`src/rtl/cassette_record_if.sv`:
```
// SDRAM write port of the cassette record path: address/data/request with a
// one-cycle acknowledge from the arbiter.
interface cassette_record_if;
    logic [24:0] sdram_addr;
    logic [7:0]  sdram_dout;
    logic        sdram_wr;
    logic        sdram_ack;

    modport master (
        output sdram_addr,
        output sdram_dout,
        output sdram_wr,
        input  sdram_ack
    );

    modport slave (
        input  sdram_addr,
        input  sdram_dout,
        input  sdram_wr,
        output sdram_ack
    );
endinterface

```
`src/rtl/cassette_record.sv`:
```
// Cassette record path: measures FSK cycle periods on the ULA cassette output,
// decodes 1200/2400 Hz cycles into bits, frames 8N1 bytes and writes them
// sequentially into the SDRAM tape image.
module cassette_record #(
    parameter int unsigned MIN_PER      = 2000,
    parameter int unsigned THRESH       = 10000,
    parameter int unsigned MAX_PER      = 20000,
    parameter int unsigned CARRIER_BITS = 16
) (
    input  logic                     clk,
    input  logic                     reset,
    input  logic                     en,
    input  logic                     rewind,
    input  logic                     cas_in,
    cassette_record_if.master        sdram,
    output logic                     carrier,
    output logic                     frame_err,
    output logic                     overflow,
    output logic [2:0]               status
);

    localparam logic [15:0] MinPerC = 16'(MIN_PER);
    localparam logic [15:0] ThreshC = 16'(THRESH);
    localparam logic [15:0] MaxPerC = 16'(MAX_PER);
    localparam int unsigned OnesW   = $clog2(CARRIER_BITS + 1);
    localparam logic [OnesW-1:0] OnesLast = OnesW'(CARRIER_BITS - 1);

    typedef enum logic [1:0] {
        StHunt   = 2'd0,
        StLeader = 2'd1,
        StData   = 2'd2,
        StStop   = 2'd3
    } state_e;

    // sync_q[2] is the edge register holding the previous synchronised level
    logic [2:0]       sync_q;
    logic             rew_q;
    logic [15:0]      cnt_q;
    logic             sym_valid_q;
    logic             sym_long_q;
    logic             pend_q;
    logic             bit_valid_q;
    logic             bit_q;
    state_e           state_q;
    logic [OnesW-1:0] ones_q;
    logic [2:0]       idx_q;
    logic [7:0]       shreg_q;

    logic rise;
    logic edge_ok;
    logic timeout;
    logic rew_tog;

    assign rise    = sync_q[1] & ~sync_q[2];
    assign edge_ok = rise && (cnt_q >= MinPerC);
    // A valid edge in the timeout cycle is still classified; the framer resets anyway
    assign timeout = (cnt_q == MaxPerC);
    assign rew_tog = rewind ^ rew_q;

    assign carrier = (state_q != StHunt);
    assign status  = {1'b0, state_q};

    // Synchroniser, edge register and rewind toggle capture
    always_ff @(posedge clk) begin
        if (reset) begin
            sync_q <= 3'b000;
            rew_q  <= rewind;
        end else begin
            sync_q <= {sync_q[1:0], cas_in};
            rew_q  <= rewind;
        end
    end

    // Period counter and short/long classification of each accepted cycle
    always_ff @(posedge clk) begin
        if (reset) begin
            cnt_q       <= '0;
            sym_valid_q <= 1'b0;
            sym_long_q  <= 1'b0;
        end else begin
            sym_valid_q <= 1'b0;
            if (edge_ok) begin
                cnt_q       <= '0;
                sym_valid_q <= 1'b1;
                sym_long_q  <= (cnt_q >= ThreshC);
            end else if (cnt_q != MaxPerC) begin
                cnt_q <= cnt_q + 16'd1;
            end
        end
    end

    // Bit decoder, byte framer and SDRAM write handshake
    always_ff @(posedge clk) begin
        if (reset) begin
            pend_q            <= 1'b0;
            bit_valid_q       <= 1'b0;
            bit_q             <= 1'b0;
            state_q           <= StHunt;
            ones_q            <= '0;
            idx_q             <= 3'd0;
            shreg_q           <= 8'd0;
            frame_err         <= 1'b0;
            overflow          <= 1'b0;
            sdram.sdram_addr  <= 25'd0;
            sdram.sdram_dout  <= 8'd0;
            sdram.sdram_wr    <= 1'b0;
        end else begin
            frame_err   <= 1'b0;
            bit_valid_q <= 1'b0;

            if (sym_valid_q) begin
                if (sym_long_q) begin
                    bit_valid_q <= 1'b1;
                    bit_q       <= 1'b0;
                    pend_q      <= 1'b0;
                    // Long cycle arriving after an unpaired short one
                    if (pend_q) frame_err <= 1'b1;
                end else if (pend_q) begin
                    bit_valid_q <= 1'b1;
                    bit_q       <= 1'b1;
                    pend_q      <= 1'b0;
                end else begin
                    pend_q <= 1'b1;
                end
            end

            if (sdram.sdram_wr && sdram.sdram_ack) begin
                sdram.sdram_wr   <= 1'b0;
                sdram.sdram_addr <= sdram.sdram_addr + 25'd1;
            end

            if (!en) begin
                state_q <= StHunt;
                ones_q  <= '0;
            end else if (bit_valid_q) begin
                unique case (state_q)
                    StHunt: begin
                        if (!bit_q) begin
                            ones_q <= '0;
                        end else if (ones_q == OnesLast) begin
                            ones_q  <= '0;
                            state_q <= StLeader;
                        end else begin
                            ones_q <= ones_q + OnesW'(1);
                        end
                    end
                    StLeader: begin
                        if (!bit_q) begin
                            idx_q   <= 3'd0;
                            state_q <= StData;
                        end
                    end
                    StData: begin
                        shreg_q <= {bit_q, shreg_q[7:1]};
                        idx_q   <= idx_q + 3'd1;
                        if (idx_q == 3'd7) state_q <= StStop;
                    end
                    StStop: begin
                        if (bit_q) begin
                            if (!sdram.sdram_wr) begin
                                sdram.sdram_dout <= shreg_q;
                                sdram.sdram_wr   <= 1'b1;
                            end else begin
                                overflow <= 1'b1;
                            end
                            state_q <= StLeader;
                        end else begin
                            frame_err <= 1'b1;
                            state_q   <= StHunt;
                        end
                    end
                    default: state_q <= StHunt;
                endcase
            end

            if (timeout) begin
                state_q <= StHunt;
                ones_q  <= '0;
                pend_q  <= 1'b0;
            end

            // Rewind wins over everything, including a same-cycle ack
            if (rew_tog) begin
                sdram.sdram_addr <= 25'd0;
                sdram.sdram_wr   <= 1'b0;
                overflow         <= 1'b0;
                state_q          <= StHunt;
                ones_q           <= '0;
            end
        end
    end

endmodule

```
`src/flat_wrapper.sv`:
```
// flat-port wrapper written by rule: the top's interface ports become plain ports
module cassette_record_flat 
#(
    parameter int unsigned MIN_PER      = 2000,
    parameter int unsigned THRESH       = 10000,
    parameter int unsigned MAX_PER      = 20000,
    parameter int unsigned CARRIER_BITS = 16
)
  (clk, reset, en, rewind, cas_in, carrier, frame_err, overflow, status, sdram_sdram_addr, sdram_sdram_dout, sdram_sdram_wr, sdram_sdram_ack);
  cassette_record_if sdram_i ();
  input  logic clk;
  input  logic reset;
  input  logic en;
  input  logic rewind;
  input  logic cas_in;
  output logic carrier;
  output logic frame_err;
  output logic overflow;
  output logic [2:0] status;
  output wire logic [$bits(sdram_i.sdram_addr)-1:0] sdram_sdram_addr;
  output wire logic [$bits(sdram_i.sdram_dout)-1:0] sdram_sdram_dout;
  output wire logic [$bits(sdram_i.sdram_wr)-1:0] sdram_sdram_wr;
  input wire logic [$bits(sdram_i.sdram_ack)-1:0] sdram_sdram_ack;
  assign sdram_sdram_addr = sdram_i.sdram_addr;
  assign sdram_sdram_dout = sdram_i.sdram_dout;
  assign sdram_sdram_wr = sdram_i.sdram_wr;
  assign sdram_i.sdram_ack = sdram_sdram_ack;
  cassette_record #(.MIN_PER(MIN_PER), .THRESH(THRESH), .MAX_PER(MAX_PER), .CARRIER_BITS(CARRIER_BITS)) u_core (.clk(clk), .reset(reset), .en(en), .rewind(rewind), .cas_in(cas_in), .sdram(sdram_i), .carrier(carrier), .frame_err(frame_err), .overflow(overflow), .status(status));
endmodule
```
`config.mk`:
```
export PLATFORM = sky130hd
export DESIGN_NAME = cassette_record_flat
export DESIGN_NICKNAME = d
export VERILOG_FILES = /design/src/rtl/cassette_record_if.sv /design/src/rtl/cassette_record.sv /design/src/flat_wrapper.sv
export SDC_FILE = /design/constraint.sdc
export NUM_CORES = 1
export LEC_CHECK = 0
export CAP_MARGIN = 20
export CELL_PAD_IN_SITES_DETAIL_PLACEMENT = 0
export CELL_PAD_IN_SITES_GLOBAL_PLACEMENT = 1
export CORE_MARGIN = 2
export CORE_UTILIZATION = 40
export DETAILED_ROUTE_END_ITERATION = 10
export PLACE_DENSITY = 0.81
export SLEW_MARGIN = 0
export SYNTH_ARGS = -nofsm -noshare
export SYNTH_HDL_FRONTEND = slang
export SYNTH_SLANG_ARGS = --single-unit
export TNS_END_PERCENT = 1
```
`constraint.sdc`:
```
create_clock -name clk -period 4.1 [get_ports clk]
set_input_delay 0.82 -clock clk [delete_from_list [all_inputs] [get_ports clk]]
set_output_delay 0.82 -clock clk [all_outputs]
set_load 0.02 [all_outputs]
```
==> results of run 1 <==
[final cells by class]
cell class | instances | area (um2) | area share (%)
Multi-Input combinational cell | 294 | 1810 | 42.3
Sequential cell | 79 | 1580 | 36.9
Timing Repair Buffer | 45 | 448 | 10.5
Tap cell | 108 | 135 | 3.16
Clock buffer | 9 | 124 | 2.89
Clock inverter | 7 | 121 | 2.83
Inverter | 16 | 60.1 | 1.40
[registers in the layout (all words and copies together), names as in the netlist, 2 cells and up]
register                 cells
u_core.cnt_q                16
u_core.idx_q                 3
u_core.ones_q                5
u_core.sdram.sdram_addr     25
u_core.sdram.sdram_dout      8
u_core.shreg_q               8
u_core.state_q               2
u_core.sync_q                3
[path summary, 6_finish.rpt]
| check | slack, ns | end | cells past startpoint |
|---|---|---|---|
| max | 1.34 | u_core.sdram.sdram_addr[11] | 5 |
| min | 0.45 | u_core.sync_q[1] | 1 |
| min reg2reg | 0.45 | u_core.sync_q[1] | 1 |
| max reg2reg | 1.83 | u_core.state_q[0] | 6 |
[metrics by stage]
stage	area [um2]	utilization, %
final	4280	49.6
after global routing	4280	49.6
after CTS	4280	49.6
after detailed placement	4040	46.7
after global placement	4040	46.7
after floorplan	3520	-
[layer usage]
layer	vias to the layer above	GRT usage (%)	part of all wire (%)
li1	1524	-	-
met1	1381	21.4	49
met2	57	24.2	45
met3	9	4.44	4.3
met4	0	5.98	1.2
met5	-	0	0
[cells by family (layout without fill, tap and decap cells)]
group,count (synthesis),after routing
buffers and inverters,32,77
and+or+nand+nor,178,178
AOI/OAI and AO/OA,70,70
muxes,12,12
DFF,79,79
other,1,1
adders and majority gates,11,11
xor gates and xnor gates,22,22
[cells in the mapped netlist, drive strengths merged (3+ instances only)]
cell / number / share of area, %
nand3: 19 / 2.7
clkbuf: 10 / 1.1
or4: 11 / 2.5
nor2: 46 / 4.9
and3: 3 / 0.53
xnor2: 12 / 3.0
mux2i: 12 / 3.4
and4: 6 / 1.5
a31o: 3 / 0.75
a21oi: 37 / 5.3
xor2: 10 / 2.5
buf: 6 / 0.99
nand2: 38 / 4.1
nor4: 5 / 0.89
inv: 16 / 1.7
a22oi: 3 / 0.64
o21ai: 8 / 1.1
or3: 5 / 0.96
and2: 3 / 0.53
ha: 11 / 3.9
nor4bb: 3 / 0.85
nand4b: 3 / 0.75
dfxtp: 79 / 45
o31ai: 10 / 2.1
nand2b: 3 / 0.53
nand4: 13 / 2.3
nor2b: 5 / 0.89
nor3: 11 / 1.6
[where the power goes]
| group | internal (mW) | switching, mW |
|---|---|---|
| registers | 0.771 | 0.00420 |
| clock network | 0.406 | 0.282 |
| logic | 0.0117 | 0.0221 |
| total | 1.19 | 0.309 |
==> flow_summary.yaml, run 1 <==
run_status:
  outcome: "finished clean"
placement:
  dp_slack_ns: 1.04
  io_buffers: 44
  place.detailed.hpwl_um: 5000
  dp_cells: 542
  gp_congestion: 0.745
timing:
  fin_skew_ns: 0.0102
  worstMarginPinSlew_ns: 0.913
  rsz0062_at_grt: "false"
  finalCriticalPeriod_ns: 2.76
  fmax_mhz: 362
  holdWs_ns: 0.452
  relSlewSlack_pct: 38.8
  setup_tns_ns: 0
  maxSlewViolCount: 0
  layout_setup_ws_ns: 1.34
  final-hold-violation-count: 0
  period_share_pct: 67.3
  setup_viol: 0
critical_path:
  cp_top_family: "simple AND/OR/NAND/NOR gates"
  critPathKind: "input pin to flop"
  crit_chain: "clkdlybuf4s50_1 -> and4_1 -> nand4_1 -> or4_2 -> a21oi_1"
  max_stage_delay_ns: 0.71
  endpoint_kind: "flop"
  cp-startpoint: "sdram_sdram_ack"
  cp-start-kind: "input pin"
  r2r_start: "u_core.state_q[1]"
  crit_required_ns: 4.37
  crit_slowest_cell: "or4_2"
  worstPathArrival_ns: 3.03
  crit_fanout: 16
  cp_num_buf_inv: 1
clock_tree:
  cts.sinks: 79
  ctsLongestPathBuffers: 2
  cts_buffers: 9
  htreeDepth: 3
  cts_resized: 0
  clock_latency_ns: 0.35
  postCtsSetupBuffers: 0
  cts-hold-fix-buffers: 0
  cts.clk_slew.worst_paths_ns: 0.08
  cts_root_buf: "clkbuf_8"
  cts_tree: "yes"
synthesis:
  syn-cell-area_um2: 3520
  ys.flop_type: "dfxtp_1"
  synthAdderAreaFrac_pct: 3.91
  syn_inst: 405
  yosysWarnings: 0
  seq_area_frac_synth_pct: 44.9
  synthSimpleGateAreaFrac_pct: 26.4
  synth-xor-area-share_pct: 5.47
  async_reset_ff_share_pct: 0
  synth_nets: 422
  ys_seq_elements: 79
  ys_types: 48
  synth_compound_area_share_pct: 12.0
  post_synth_mux_area_share_pct: 3.41
  synth_enable_flop_cells: 0
  synth_top_family_by_area: "simple AND/OR/NAND/NOR gates"
  syn_area_per_cell_um2: 8.69
power:
  ir_worst_vdd_mv: 0.177
  power_density_nw_per_um2: 350
  fin_total_pwr_mw: 1.50
  p_leak_nw: 1.37
drt:
  wire_per_inst_um: 12.9
  viasPerCell: 5.32
  drt_pass1_iterations: 4
  drc: 0
  drt_iter0_markers: 140
  vias: 2971
  detail_route.wirelength_um: 7180
  ant_nets: 0
min_path:
  hp-class: "flop to flop"
  hp-start: "u_core.sync_q[0]"
floorplanning:
  core_um2: 8640
  dieWidth_um: 97.8
  io_pins: 46
  start_util_pct: 40.8
  die-area_um2: 9570
  die_h_um: 97.8
  core.rowCount: 34
finish:
  syn_to_final_growth_pct: 21.6
  nNetsFinal: 462
  fin_cells: 558
  final_cell_mix: "79 x dfxtp_1, 46 x nor2_1, 44 x clkdlybuf4s50_1"
  diodes: 0
  n_fill_cell: 840
  layout_commonest_cell: "dfxtp_1"
  final_layout_size_suffix_gt1_share_pct: 6.44
grt:
  overflow: 0
  grt_usage_pct: 15.9
  grt_start_max_net_pins: 28
  grt_pass1_wl_um: 12700
  antenna_found_initial: 0
  first_global_vias: 2739
flow_run:
  drv_cap: 0
Note: power is estimated with default switching activity, not from simulation.
==> run 2, diff against run 1 <==
- CORE_UTILIZATION: 40 -> 37
- PLACE_DENSITY: 0.81 -> 0.79
- clock period: 4.1 -> 2.4 ns (I/O delays scaled with it)
==> run 2 against run 1 <==
Global-route usage is 1.1 points lower. Core utilization is 2.7 points lower. Non-clock buffer count is 7 higher. Clock-buffer cell count is 2 higher. Via count is 0.10% higher. First-iteration DRC count is 36% lower. Flip-flop and latch count stayed put. Register-to-register slack worse by 1.4 ns. Cell area is 1.3% higher. Highest routed layer unchanged.
==> flow_summary.yaml, run 2 (synthesis gave the netlist of run 1 again) <==
clock_tree:
  cts_root_buf: "clkbuf_8"
  cts-hold-fix-buffers: 0
  postCtsSetupBuffers: 0
  cts_resized: 0
  cts_buffers: 9
  ctsLongestPathBuffers: 2
  htreeDepth: 3
  clock_latency_ns: 0.35
  cts.clk_slew.worst_paths_ns: 0.08
  cts.sinks: 79
  cts_tree: "yes"
finish:
  diodes: 0
  final_layout_size_suffix_gt1_share_pct: 8.10
  layout_commonest_cell: "dfxtp_1"
  largestRegisters: "u_core.sdram.sdram_addr: 25 flops, u_core.cnt_q: 16 flops"
  largest_reg_flops: 25
  top_register: "u_core.sdram.sdram_addr"
  final_util_pct: 46.9
  syn_to_final_growth_pct: 23.1
  nNetsFinal: 469
  final_cell_mix: "77 x dfxtp_1, 46 x nor2_1, 44 x clkdlybuf4s50_1"
placement:
  place.detailed.hpwl_um: 5150
  io_buffers: 44
  gp_congestion: 0.743
timing:
  finalCriticalPeriod_ns: 2.27
  setup_viol: 0
  final-hold-violation-count: 0
  maxSlewViolCount: 0
  period_share_pct: 94.6
  worstMarginPinSlew_ns: 0.544
  setup_tns_ns: 0
  relSlewSlack_pct: 63.7
  holdWs_ns: 0.443
  fin_skew_ns: 0.0169
  rsz0062_at_grt: "false"
  fmax_mhz: 441
critical_path:
  endpoint_kind: "output port"
  crit_required_ns: 1.92
  worstPathArrival_ns: 1.79
  cp-start-kind: "flop"
  rr_worst_depth: 4
  crit_fanout: 6
  critPathKind: "flop to output port"
floorplanning:
  die_h_um: 102
  start_util_pct: 38.1
  dieWidth_um: 102
  io_pins: 46
  die-area_um2: 10300
  core.rowCount: 35
  core_um2: 9240
min_path:
  hp-class: "flop to flop"
  min_path_cells: 1
drt:
  vias: 2974
  ant_nets: 0
  drt_pass1_iterations: 4
  detail_route.wirelength_um: 7370
  viasPerCell: 5.08
  drt_iter0_markers: 90
  wire_per_inst_um: 12.6
  drc: 0
flow_run:
  drv_cap: 0
power:
  power_density_nw_per_um2: 555
  ir_worst_vdd_mv: 0.306
  p_leak_nw: 1.39
  fin_total_pwr_mw: 2.40
grt:
  antenna_found_initial: 0
  first_global_vias: 2664
  grt_start_max_net_pins: 28
  grt_pass1_wl_um: 12200
  overflow: 0
  grt_usage_pct: 14.7
run_status:
  outcome: "finished clean"
## run 2: metrics by stage
stage / cells / cell area (um2) / setup slack, ns
2_1_floorplan: 405 / 3520 / 0.277
3_3_place_gp: 570 / 4130 / 0.101
3_5_place_dp: 570 / 4130 / 0.0602
4_1_cts: 586 / 4330 / 0.0240
5_1_grt: 586 / 4340 / 0.0651
6_report: 586 / 4340 / 0.131
## run 2: metal layers
layer	track usage, %	up-vias	share of wire, %	routed length (um)
met3	2.97	7	3.2	233
met2	23.9	58	46	3410
met4	5.93	0	1.2	85
met1	19.2	1374	49	3640
li1	-	1535	-	-
met5	0	-	0	0
## run 2: cell type report
| type | instances | area, um2 |
|---|---|---|
| timing repair buffer | 52 | 513 |
| fill | 925 | 4900 |
| multi-input combinational | 294 | 1810 |
| sequential | 79 | 1580 |
| clock inverter | 5 | 63.8 |
| inverter | 16 | 60.1 |
| tap | 129 | 161 |
| clock buffer | 11 | 141 |
## run 2: worst max-delay path, stage by stage, from the launching register on
cell and delay, ns:
dfxtp_2 0.39, inv_1 0.10, ha_1 0.29, inv_1 0.08, clkdlybuf4s50_1 0.59
## run 2: worst paths after layout
kind / from / slack [ns] / endpoint
hold / removal: u_core.sync_q[0] / 0.44 / u_core.sync_q[1]
setup reg to reg: u_core.sdram.sdram_addr[11] / 0.40 / u_core.sdram.sdram_addr[23]
setup / recovery: u_core.state_q[0] / 0.13 / carrier
hold reg to reg: u_core.sync_q[0] / 0.44 / u_core.sync_q[1]
## run 2: where the power goes
| group | switching [mW] | internal, mW |
|---|---|---|
| clock | 0.504 | 0.519 |
| sequential | 0.00693 | 1.32 |
| combinational | 0.0376 | 0.0207 |
| total | 0.549 | 1.86 |
